$ cat config.mk
export PLATFORM = sky130hd
export DESIGN_NAME = polar_cfg_ctrl
export DESIGN_NICKNAME = d
export VERILOG_FILES = /design/src/rtl/polar_cfg_pkg.sv /design/src/rtl/polar_cfg_ctrl_clog2.sv /design/src/rtl/polar_cfg_ctrl.sv
export SDC_FILE = /design/constraint.sdc
export NUM_CORES = 1
export LEC_CHECK = 0
export ABC_CLOCK_PERIOD_IN_PS = 6350
export BUFFER_PORTS_ARGS = -buffer_cell sky130_fd_sc_hd__clkbuf_2
export CELL_PAD_IN_SITES_DETAIL_PLACEMENT = 0
export CELL_PAD_IN_SITES_GLOBAL_PLACEMENT = 1
export CORE_ASPECT_RATIO = 1.2
export CORE_MARGIN = 4
export CORE_UTILIZATION = 44
export DETAILED_ROUTE_END_ITERATION = 10
export PLACE_DENSITY = 0.83
export SLEW_MARGIN = 20
export SYNTH_ARGS = -nofsm -noshare
export SYNTH_HDL_FRONTEND = slang
export SYNTH_HIERARCHICAL = 1
export SYNTH_SLANG_ARGS = --single-unit
$ cat constraint.sdc
create_clock -name clk_i -period 6.35 [get_ports clk_i]
set_input_delay 0.635 -clock clk_i [delete_from_list [all_inputs] [get_ports clk_i]]
set_output_delay 0.635 -clock clk_i [all_outputs]
set_load 0.02 [all_outputs]
$ cat src/rtl/polar_cfg_pkg.sv
// Shared types and legal-range constants for the polar decoder configuration controller.
package polar_cfg_pkg;

    typedef enum logic [1:0] {
        PUNCT = 2'd0,
        SHORT = 2'd1,
        REPET = 2'd2
    } rm_mode_e;

    typedef enum logic [2:0] {
        ST_IDLE  = 3'd0,
        ST_LOG_E = 3'd1,
        ST_LOG_K = 3'd2,
        ST_EVAL  = 3'd3,
        ST_OUT   = 3'd4
    } cfg_state_e;

    localparam logic [13:0] E_MIN = 14'd17;
    localparam logic [13:0] E_MAX = 14'd8192;
    localparam logic [9:0]  K_MIN = 10'd12;
    localparam logic [9:0]  K_MAX = 10'd1023;
    localparam int          NMIN  = 5;

endpackage

$ cat src/rtl/polar_cfg_ctrl_clog2.sv
// Combinational ceil(log2 x) for a 15-bit operand; x of 0 or 1 yields 0.
module polar_cfg_ctrl_clog2 (
    input  logic [14:0] val_i,
    output logic [5:0]  res_o
);
    import polar_cfg_pkg::*;

    logic [14:0] dec;

    always_comb begin
        dec   = val_i - 15'd1;
        res_o = '0;
        for (int i = 0; i < 15; i++) begin
            if (dec[i]) res_o = 6'(i + 1);
        end
        if (val_i == '0) res_o = '0;
    end

endmodule

$ cat src/rtl/polar_cfg_ctrl.sv
// Derives mother code size n / N and rate-matching mode from (E, K); one clog2
// unit is shared between the LOG_E and LOG_K cycles.
module polar_cfg_ctrl #(
    parameter int NMAX = 9,
    parameter int NMIN = 5
) (
    input  logic        clk_i,
    input  logic        rst_ni,
    input  logic        flush_i,
    input  logic        cfg_valid_i,
    output logic        cfg_ready_o,
    input  logic [13:0] e_i,
    input  logic [9:0]  k_i,
    output logic        dec_valid_o,
    input  logic        dec_ready_i,
    output logic [3:0]  n_o,
    output logic [10:0] nlen_o,
    output logic [1:0]  mode_o,
    output logic        err_o,
    output logic        busy_o
);
    import polar_cfg_pkg::*;

    cfg_state_e  state_q, state_d;
    logic [13:0] e_q;
    logic [9:0]  k_q;
    logic [5:0]  ce_q, ck_q;
    logic [3:0]  n_q, n_d;
    logic [10:0] nlen_q, nlen_d;
    rm_mode_e    mode_q, mode_d;
    logic        err_q, err_d;

    logic [14:0] clog_in;
    logic [5:0]  clog_res;
    logic [19:0] e16, pow9, k16, e9, e7;
    logic [5:0]  n1, nsel;

    assign clog_in = (state_q == ST_LOG_E) ? {1'b0, e_q} : {2'b0, k_q, 3'b000};

    polar_cfg_ctrl_clog2 u_clog2 (
        .val_i (clog_in),
        .res_o (clog_res)
    );

    always_comb begin
        state_d = state_q;
        if (flush_i) begin
            state_d = ST_IDLE;
        end else begin
            case (state_q)
                ST_IDLE:  if (cfg_valid_i) state_d = ST_LOG_E;
                ST_LOG_E: state_d = ST_LOG_K;
                ST_LOG_K: state_d = ST_EVAL;
                ST_EVAL:  state_d = ST_OUT;
                ST_OUT:   if (dec_ready_i) state_d = ST_IDLE;
                default:  state_d = ST_IDLE;
            endcase
        end
    end

    // Rate comparisons are kept in integers: 16E <= 9*2^ce stands in for E/2^ce <= 9/16.
    always_comb begin
        e16  = 20'(e_q) << 4;
        pow9 = 20'd9 << ce_q;
        k16  = 20'(k_q) << 4;
        e9   = 20'(e_q) * 20'd9;
        e7   = 20'(e_q) * 20'd7;

        n1 = ce_q;
        if ((e16 <= pow9) && (k16 < e9) && (ce_q != 6'd0)) n1 = ce_q - 6'd1;

        nsel = n1;
        if (ck_q < nsel)     nsel = ck_q;
        if (6'(NMAX) < nsel) nsel = 6'(NMAX);
        if (nsel < 6'(NMIN)) nsel = 6'(NMIN);

        err_d = (e_q < E_MIN) || (e_q > E_MAX) || (k_q < K_MIN)
              || ({1'b0, k_q} > {1'b0, K_MAX}) || ({4'd0, k_q} > e_q);

        n_d    = err_d ? 4'd5 : 4'(nsel);
        nlen_d = 11'd1 << n_d;

        if (err_d)                   mode_d = PUNCT;
        else if (e_q >= 14'(nlen_d)) mode_d = REPET;
        else if (k16 <= e7)          mode_d = PUNCT;
        else                         mode_d = SHORT;
    end

    always_ff @(posedge clk_i or negedge rst_ni) begin
        if (!rst_ni) begin
            state_q <= ST_IDLE;
            e_q     <= '0;
            k_q     <= '0;
            ce_q    <= '0;
            ck_q    <= '0;
            n_q     <= '0;
            nlen_q  <= '0;
            mode_q  <= PUNCT;
            err_q   <= 1'b0;
        end else begin
            state_q <= state_d;
            if (!flush_i) begin
                if (state_q == ST_IDLE && cfg_valid_i) begin
                    e_q <= e_i;
                    k_q <= k_i;
                end
                if (state_q == ST_LOG_E) ce_q <= clog_res;
                if (state_q == ST_LOG_K) ck_q <= clog_res;
                if (state_q == ST_EVAL) begin
                    n_q    <= n_d;
                    nlen_q <= nlen_d;
                    mode_q <= mode_d;
                    err_q  <= err_d;
                end
            end
        end
    end

    assign cfg_ready_o = (state_q == ST_IDLE);
    assign busy_o      = (state_q != ST_IDLE);
    assign dec_valid_o = (state_q == ST_OUT);
    assign n_o         = n_q;
    assign nlen_o      = nlen_q;
    assign mode_o      = mode_q;
    assign err_o       = err_q;

endmodule
**After elaboration in Yosys (flattened, before gate mapping)**

Index checks and enable logic that the tools add are counted.

- Add/sub/neg operators: 2
- Multiply operators: 2
- $lt $le $gt $ge: 11
- Equal/unequal tests: 6
- Shifts and indexed selects: 2
- Muxes and demuxes: 29
- Bitwise gates (word level): 1
- Reductions and logical operators: 15

Operators by type and width:

| operator | count |
|---|---|
| $mux 4 | 11 |
| $mux 3 | 7 |
| $le 18x20->1 | 1 |
| $shl 4x6->20 const A | 1 |
| $lt 14x18->1 | 1 |
| $mul 14x4->18 const B | 1 |
| $mux 6 | 3 |
| $le 14x17->1 | 1 |
| $mul 14x3->17 const B | 1 |
| $logic_not 15->1 | 1 |
| $pmux 3 s5 | 1 |
| $sub 14x1->15 const B | 1 |
| $ge 14x11->1 | 1 |
| $gt 10x14->1 | 1 |
| $gt 14x14->1 const B | 1 |
| $lt 14x5->1 const B | 1 |
| $mux 14 | 1 |
| $shl 1x4->11 const A | 1 |
| $lt 10x4->1 const B | 1 |
| $reduce_and 2->1 | 5 |
| $mux 2 | 4 |
| $eq 3x2->1 const B | 2 |
| $lt 4x6->1 const A | 1 |
| $lt 6x3->1 const B | 1 |
| 13 further kinds | 18 |

- Register bits after elaboration: 57
- Bits of input ports: 29
- Output and inout bits: 21
- Logic and storage cells: 77

**Longest topological paths before layout**

- Depth in word-level cells: 19
- Depth in mapped cells: 34
- Gate-level depth less buffers: 34

**Modules after synthesis**

Netlist, hierarchy kept.

Modules (own cells, without submodules):

| module | times used | cells an instance | area an instance (µm²) | sequential area each (µm²) |
|---|---|---|---|---|
| polar_cfg_ctrl | 1 | 632 | 6,069.6 | 1,426.4 |
| polar_cfg_ctrl_clog2 | 1 | 112 | 704.4 | 0.0 |

**Least setup slack after synthesis**

OpenSTA, ideal clock, no wires.

- Path kind: register -> register
- Start point: register e_q[4]
- End point: register mode_q[0] (netlist: mode_o[0])
- Setup time: 67 ps
- Data arrival time: 6,751 ps
- Required time: 6,283 ps
- Path slack: -468 ps
- Stages on the path, launching flop included: 35
- Path buffers: 0
- Period minus slack after synthesis: 6,818 ps
- Cell sequence: dfrtp_1 > ha_1 > ha_1 > fa_1 > a21oi_1 > o21ai_0 > a21oi_1 > xor2_1 > ha_1 > a21o_1 > a21o_1 > a21oi_1 > o21ai_0 > nand3_1 > o21bai_4 > or4_4 > xnor2_4 > inv_2 > ha_1 > a21o_1 > a21o_1 > a21oi_1 > nor2b_1 > a31o_2 > o21ai_0 > a21oi_2 > nand2_1 > ha_1 > o21a_1 > o21ai_0 > nand2_1 > o211ai_1 > o21ai_0 > nor4_1 > a32o_1

- Longest elaborated chain between the ends: 16
- Elaborated cells on any way between the ends: 26
- Classes of those cells: 2 x mul; 10 x order compare; 1 x shift; 8 x mux; 5 x reduce/logical

RTL lines:

| item | RTL line | RTL |
|---|---|---|
| start: declaration | polar_cfg_ctrl.sv:25 | `logic [13:0] e_q;` |
| start signal: assignment | polar_cfg_ctrl.sv:104 | `e_q <= e_i;` |
| $mul 14x4->18 | polar_cfg_ctrl.sv:66 | `e9 = 20'(e_q) * 20'd9;` |
| $lt 14x18->1 | polar_cfg_ctrl.sv:70 | `if ((e16 <= pow9) && (k16 < e9) && (ce_q != 6'd0)) n1 = ce_q - 6'd1;` |
| $logic_and 1x1->1 (2 in series) | polar_cfg_ctrl.sv:70 |  |
| $mux 6 | polar_cfg_ctrl.sv:70 |  |
| $lt 6x6->1 | polar_cfg_ctrl.sv:73 | `if (ck_q < nsel) nsel = ck_q;` |
| $mux 6 | polar_cfg_ctrl.sv:73 |  |
| $lt 4x6->1 | polar_cfg_ctrl.sv:74 | `if (6'(NMAX) < nsel) nsel = 6'(NMAX);` |
| $mux 6 | polar_cfg_ctrl.sv:74 |  |
| $lt 6x3->1 | polar_cfg_ctrl.sv:75 | `if (nsel < 6'(NMIN)) nsel = 6'(NMIN);` |
| $mux 4 | polar_cfg_ctrl.sv:75 |  |
| $mux 4 | polar_cfg_ctrl.sv:80 | `n_d = err_d ? 4'd5 : 4'(nsel);` |
| $shl 1x4->11 | polar_cfg_ctrl.sv:81 | `nlen_d = 11'd1 << n_d;` |
| $ge 14x11->1 | polar_cfg_ctrl.sv:84 | `else if (e_q >= 14'(nlen_d)) mode_d = REPET;` |
| $mux 2 | polar_cfg_ctrl.sv:84 |  |
| $mux 2 * | polar_cfg_ctrl.sv:83 | `if (err_d) mode_d = PUNCT;` |
| end signal: assignment | polar_cfg_ctrl.sv:112 | `mode_q <= mode_d;` |
| end: declaration | polar_cfg_ctrl.sv:30 | `rm_mode_e mode_q, mode_d;` |

Every way passes the cells marked *; elsewhere a longest branch is shown, timed or not.
A chain may end at the register's enable or synchronous reset.

**Worst setup path in the final report**

Same ends and word-level chain as after synthesis.

==> qor.log <==
qor: floorplan.boundaryPins 50
qor: setup_path.reg2reg_from e_q[4]$_DFFE_PN0P_
qor: timing.max_slew.worst_pin.slew 0.7452 ns
qor: setup_path.reg2reg_setup_slack 0.13 ns
qor: floorplan.chipWidth 121.3 um
qor: power.ir_worst_vdd 0.2578 mV
qor: timing.layout_worst_path_cycle_share 97.94%
qor: global_routing.gr-usage-all-layers 22.73%
qor: synth.synth.mux.area_fraction 8.552%
qor: synth.post_synthesis_cell_area 6774 um^2
qor: global_routing.grt_residual_overflow 0
qor: placement.finalWeightedCongestion 0.9016
qor: synth.synth_top_family_by_area adder cells
qor: setup_path.critical_path.reg2reg.endpoint mode_o[0]$_DFFE_PN0P_
qor: synth.synth-compound-area-share 18.62%
qor: synth.netlist.area_leader.share 21.61%
qor: final_layout.postLayoutCoreUtil 54.62%
qor: synth.ys_top_cells_by_count sky130_fd_sc_hd__ha_1, sky130_fd_sc_hd__dfrtp_1, sky130_fd_sc_hd__nand2_1
qor: timing.setup_violations 0
qor: setup_path.reg2regPathDepth 31
qor: synth.synth_area_leader sky130_fd_sc_hd__ha_1
qor: synth.post_synth_xor_area_fraction 3.768%
qor: clock_tree.cts_tree built
qor: final_layout.nNetsFinal 1,011
qor: synth.synth_simple_gate_area_share 18.34%
qor: flow_run.cap_violations 0
qor: setup_path.crit_required 6.63 ns
qor: floorplan.initial_core_util 45.10%
qor: floorplan.dieArea 17,450 um^2
qor: synth.synthAdderAreaFrac 26.04%
qor: setup_path.crit_arrival 6.50 ns
qor: floorplan.rows 49
qor: drt.wirelength 19.56 mm
qor: global_routing.first_global_vias 6,225
qor: placement.io_buf_count 49
qor: clock_tree.insertion_delay 0.35 ns
qor: status.status completed
qor: synth.post_synth_main_area_contributors sky130_fd_sc_hd__ha_1, sky130_fd_sc_hd__dfrtp_1, sky130_fd_sc_hd__mux2_2, sky130_fd_sc_hd__fa_1, sky130_fd_sc_hd__nand2_1
qor: global_routing.largest_net_degree_at_the_start_of_global_routing 58
qor: placement.place_area 7624 um^2
qor: power.power_leakage 3.722 nW
qor: synth.avgSynthCellArea 9.105 um^2
qor: synth.synthCells 744
qor: setup_path.critical_path_peak_fanout 5
qor: setup_path.setup.worst_path.class flip-flop to flip-flop
qor: timing.setup-tns-final 0 ns
qor: drt.drtIter0Drc 345
qor: min_path.path_category_of_the_worst_min_delay_check input pin to async pin
qor: synth.synth-async-reset-ratio 100.0%
qor: timing.setup_repair_after_global_routing_missed_its_margin true
qor: timing.worst_slew_margin_rel 50.32%
qor: synth.synth_ff_type sky130_fd_sc_hd__dfrtp_1
qor: final_layout.final_cells 1,059
qor: synth.netlist-cell-type-count 80
qor: synth.synthMostInstantiatedCell sky130_fd_sc_hd__ha_1
qor: timing.fin_worst_skew 0.01359 ns
qor: timing.slew_viol_final 0
qor: floorplan.core_area 15,020 um^2
qor: synth.synth-seq-area-share 21.06%
qor: power.cellPowerDensity 530.0 nW/um^2
qor: final_layout.num-fill-cells 1,332
qor: clock_tree.clk_pin_slew_worst_paths 0.07 ns
qor: synth.synth-seq-cells 57
qor: setup_path.critPathLaunchType flip-flop
qor: drt.drtAntennaViolNets 0
qor: setup_path.cp-end-kind flip-flop
qor: final_layout.layout-drive-gt1-share 26.67%
qor: drt.wl_cell 18.47 um
qor: clock_tree.cts-root-buf sky130_fd_sc_hd__clkbuf_16
qor: setup_path.critPathSlowestCell sky130_fd_sc_hd__or4_4
qor: timing.postLayoutSetupSlackWorst 0.1306 ns
qor: timing.final_hold_violations 0
qor: global_routing.antenna_found_initial 0
qor: final_layout.antenna_cells 0
qor: final_layout.final_cell_area 8204 um^2
qor: timing.fmax 160.8 MHz
qor: global_routing.grt_pass1_wl 31.09 mm
qor: placement.place_ws -0.1650 ns
qor: setup_path.critical_path.max_stage_delay 0.46 ns
qor: drt.drt_pass1_iterations 5
qor: clock_tree.clock_tree.buffer_depth 2
qor: placement.numPlacedInstances 1,035
qor: clock_tree.htree_levels 3
qor: placement.dp_hpwl 15.34 mm
qor: synth.synth_enable_flop_cells 0
qor: timing.finalCriticalPeriod 6.219 ns
qor: clock_tree.cts.sink_count 57
qor: final_layout.area_growth 21.11%
qor: clock_tree.numCtsBuffers 9
qor: clock_tree.cts.hold.buffers_added 0
qor: drt.viasPerCell 5.784
qor: floorplan.chipHeight 143.9 um
qor: drt.dr_total_vias 6,125
qor: drt.post-route-drc-count 0
qor: synth.yosys_warnings 6
## critical path, delay by kind of cell (launching register included)
kind	cells	cell delay (ns)
AOI/OAI and AO/OA	14	2.18
DFF	1	0.44
adders and majority gates	6	1.55
and+or+nand+nor	8	1.56
xor gates and xnor gates	2	0.33
buffers and inverters	1	0.07
## per-layer routing
metal  vias up  wire length [um]  GRT usage [%]
li1       2944                 -              -
met4         0               983          12.45
met5         -                 0              0
met2       148             10110          40.54
met3        62               674          3.543
met1      2971              7791          25.99
## logic make-up (layout without fill, tap and decap cells)
family          after synthesis  count (layout)
fa+ha+maj                   132             132
flops                        57              57
buf+inv                      59             158
simple gates                234             234
compound gates              180             180
xor+xnor                     27              27
mux                          52              52
other cells                   3              15
## worst max path at each step
stage / endpoint / cells past startpoint / slack, ns / start
after detailed placement: mode_o[1]$_DFFE_PN0P_ / 34 / -0.17 / e_q[4]$_DFFE_PN0P_
after floorplan: mode_o[0]$_DFFE_PN0P_ / 34 / 0.0005 / e_q[4]$_DFFE_PN0P_
final: mode_o[0]$_DFFE_PN0P_ / 31 / 0.13 / e_q[4]$_DFFE_PN0P_
after global routing: mode_o[0]$_DFFE_PN0P_ / 33 / -0.19 / e_q[4]$_DFFE_PN0P_
after global placement: mode_o[1]$_DFFE_PN0P_ / 34 / -0.02 / e_q[4]$_DFFE_PN0P_
after CTS: mode_o[1]$_DFFE_PN0P_ / 33 / 0.002 / e_q[4]$_DFFE_PN0P_
## placed cells by master (no fill, tap or decap), types with 11 or more instances in the layout
master	count
sky130_fd_sc_hd__xor2_1	13
sky130_fd_sc_hd__fa_1	14
sky130_fd_sc_hd__dfrtp_1	54
sky130_fd_sc_hd__o21ai_0	24
sky130_fd_sc_hd__buf_4	56
sky130_fd_sc_hd__nand3_1	25
sky130_fd_sc_hd__a21o_1	14
sky130_fd_sc_hd__nor2b_1	13
sky130_fd_sc_hd__nor3_1	14
sky130_fd_sc_hd__conb_1	15
sky130_fd_sc_hd__ha_1	105
sky130_fd_sc_hd__mux2_2	47
sky130_fd_sc_hd__o21a_1	11
sky130_fd_sc_hd__clkbuf_2	49
sky130_fd_sc_hd__nor2_1	47
sky130_fd_sc_hd__nand2_1	50
sky130_fd_sc_hd__inv_1	34
sky130_fd_sc_hd__nand4_1	14
sky130_fd_sc_hd__xnor2_1	13
sky130_fd_sc_hd__a21oi_1	30
sky130_fd_sc_hd__o21ai_1	15
## report_power, final
group / internal [mW] / leakage [nW] / switching, mW
registers: 0.458 / 0.692 / 0.125
logic: 1.46 / 2.87 / 1.76
clock network: 0.347 / 0.157 / 0.196
## through the flow
stage                     hold slack, ns  power (mW)
after floorplan                   0.3394       2.699
after global placement            0.4589       3.443
after detailed placement          0.4715       3.548
after CTS                         0.4643       4.158
after global routing              0.4951       4.734
final                             0.4425       4.349
## state kept, by name, indices dropped and copies added, names as in the netlist
name     flops
n_o          4
ck_q         6
e_q         14
ce_q         6
k_q         10
err_o        1
mode_o       2
nlen_o      11
state_q      3
## cell type report
type | count | area [um^2] | area share (%)
clock buffer | 9 | 225.2 | 2.745
sequential | 57 | 1430 | 17.43
timing repair buffer | 106 | 676.9 | 8.251
tap | 204 | 255.2 | 3.111
clock inverter | 7 | 102.6 | 1.251
inverter | 36 | 135.1 | 1.647
multi-input combinational | 640 | 5379 | 65.56
## what timing repair did
action,in CTS,in global routing
setup buffers,0,8
endpoints found under the setup margin,2,2
gates resized for setup,6,36
gates cloned,0,0
pin swaps,4,16
No activity file was read; power rests on OpenSTA's default activity.
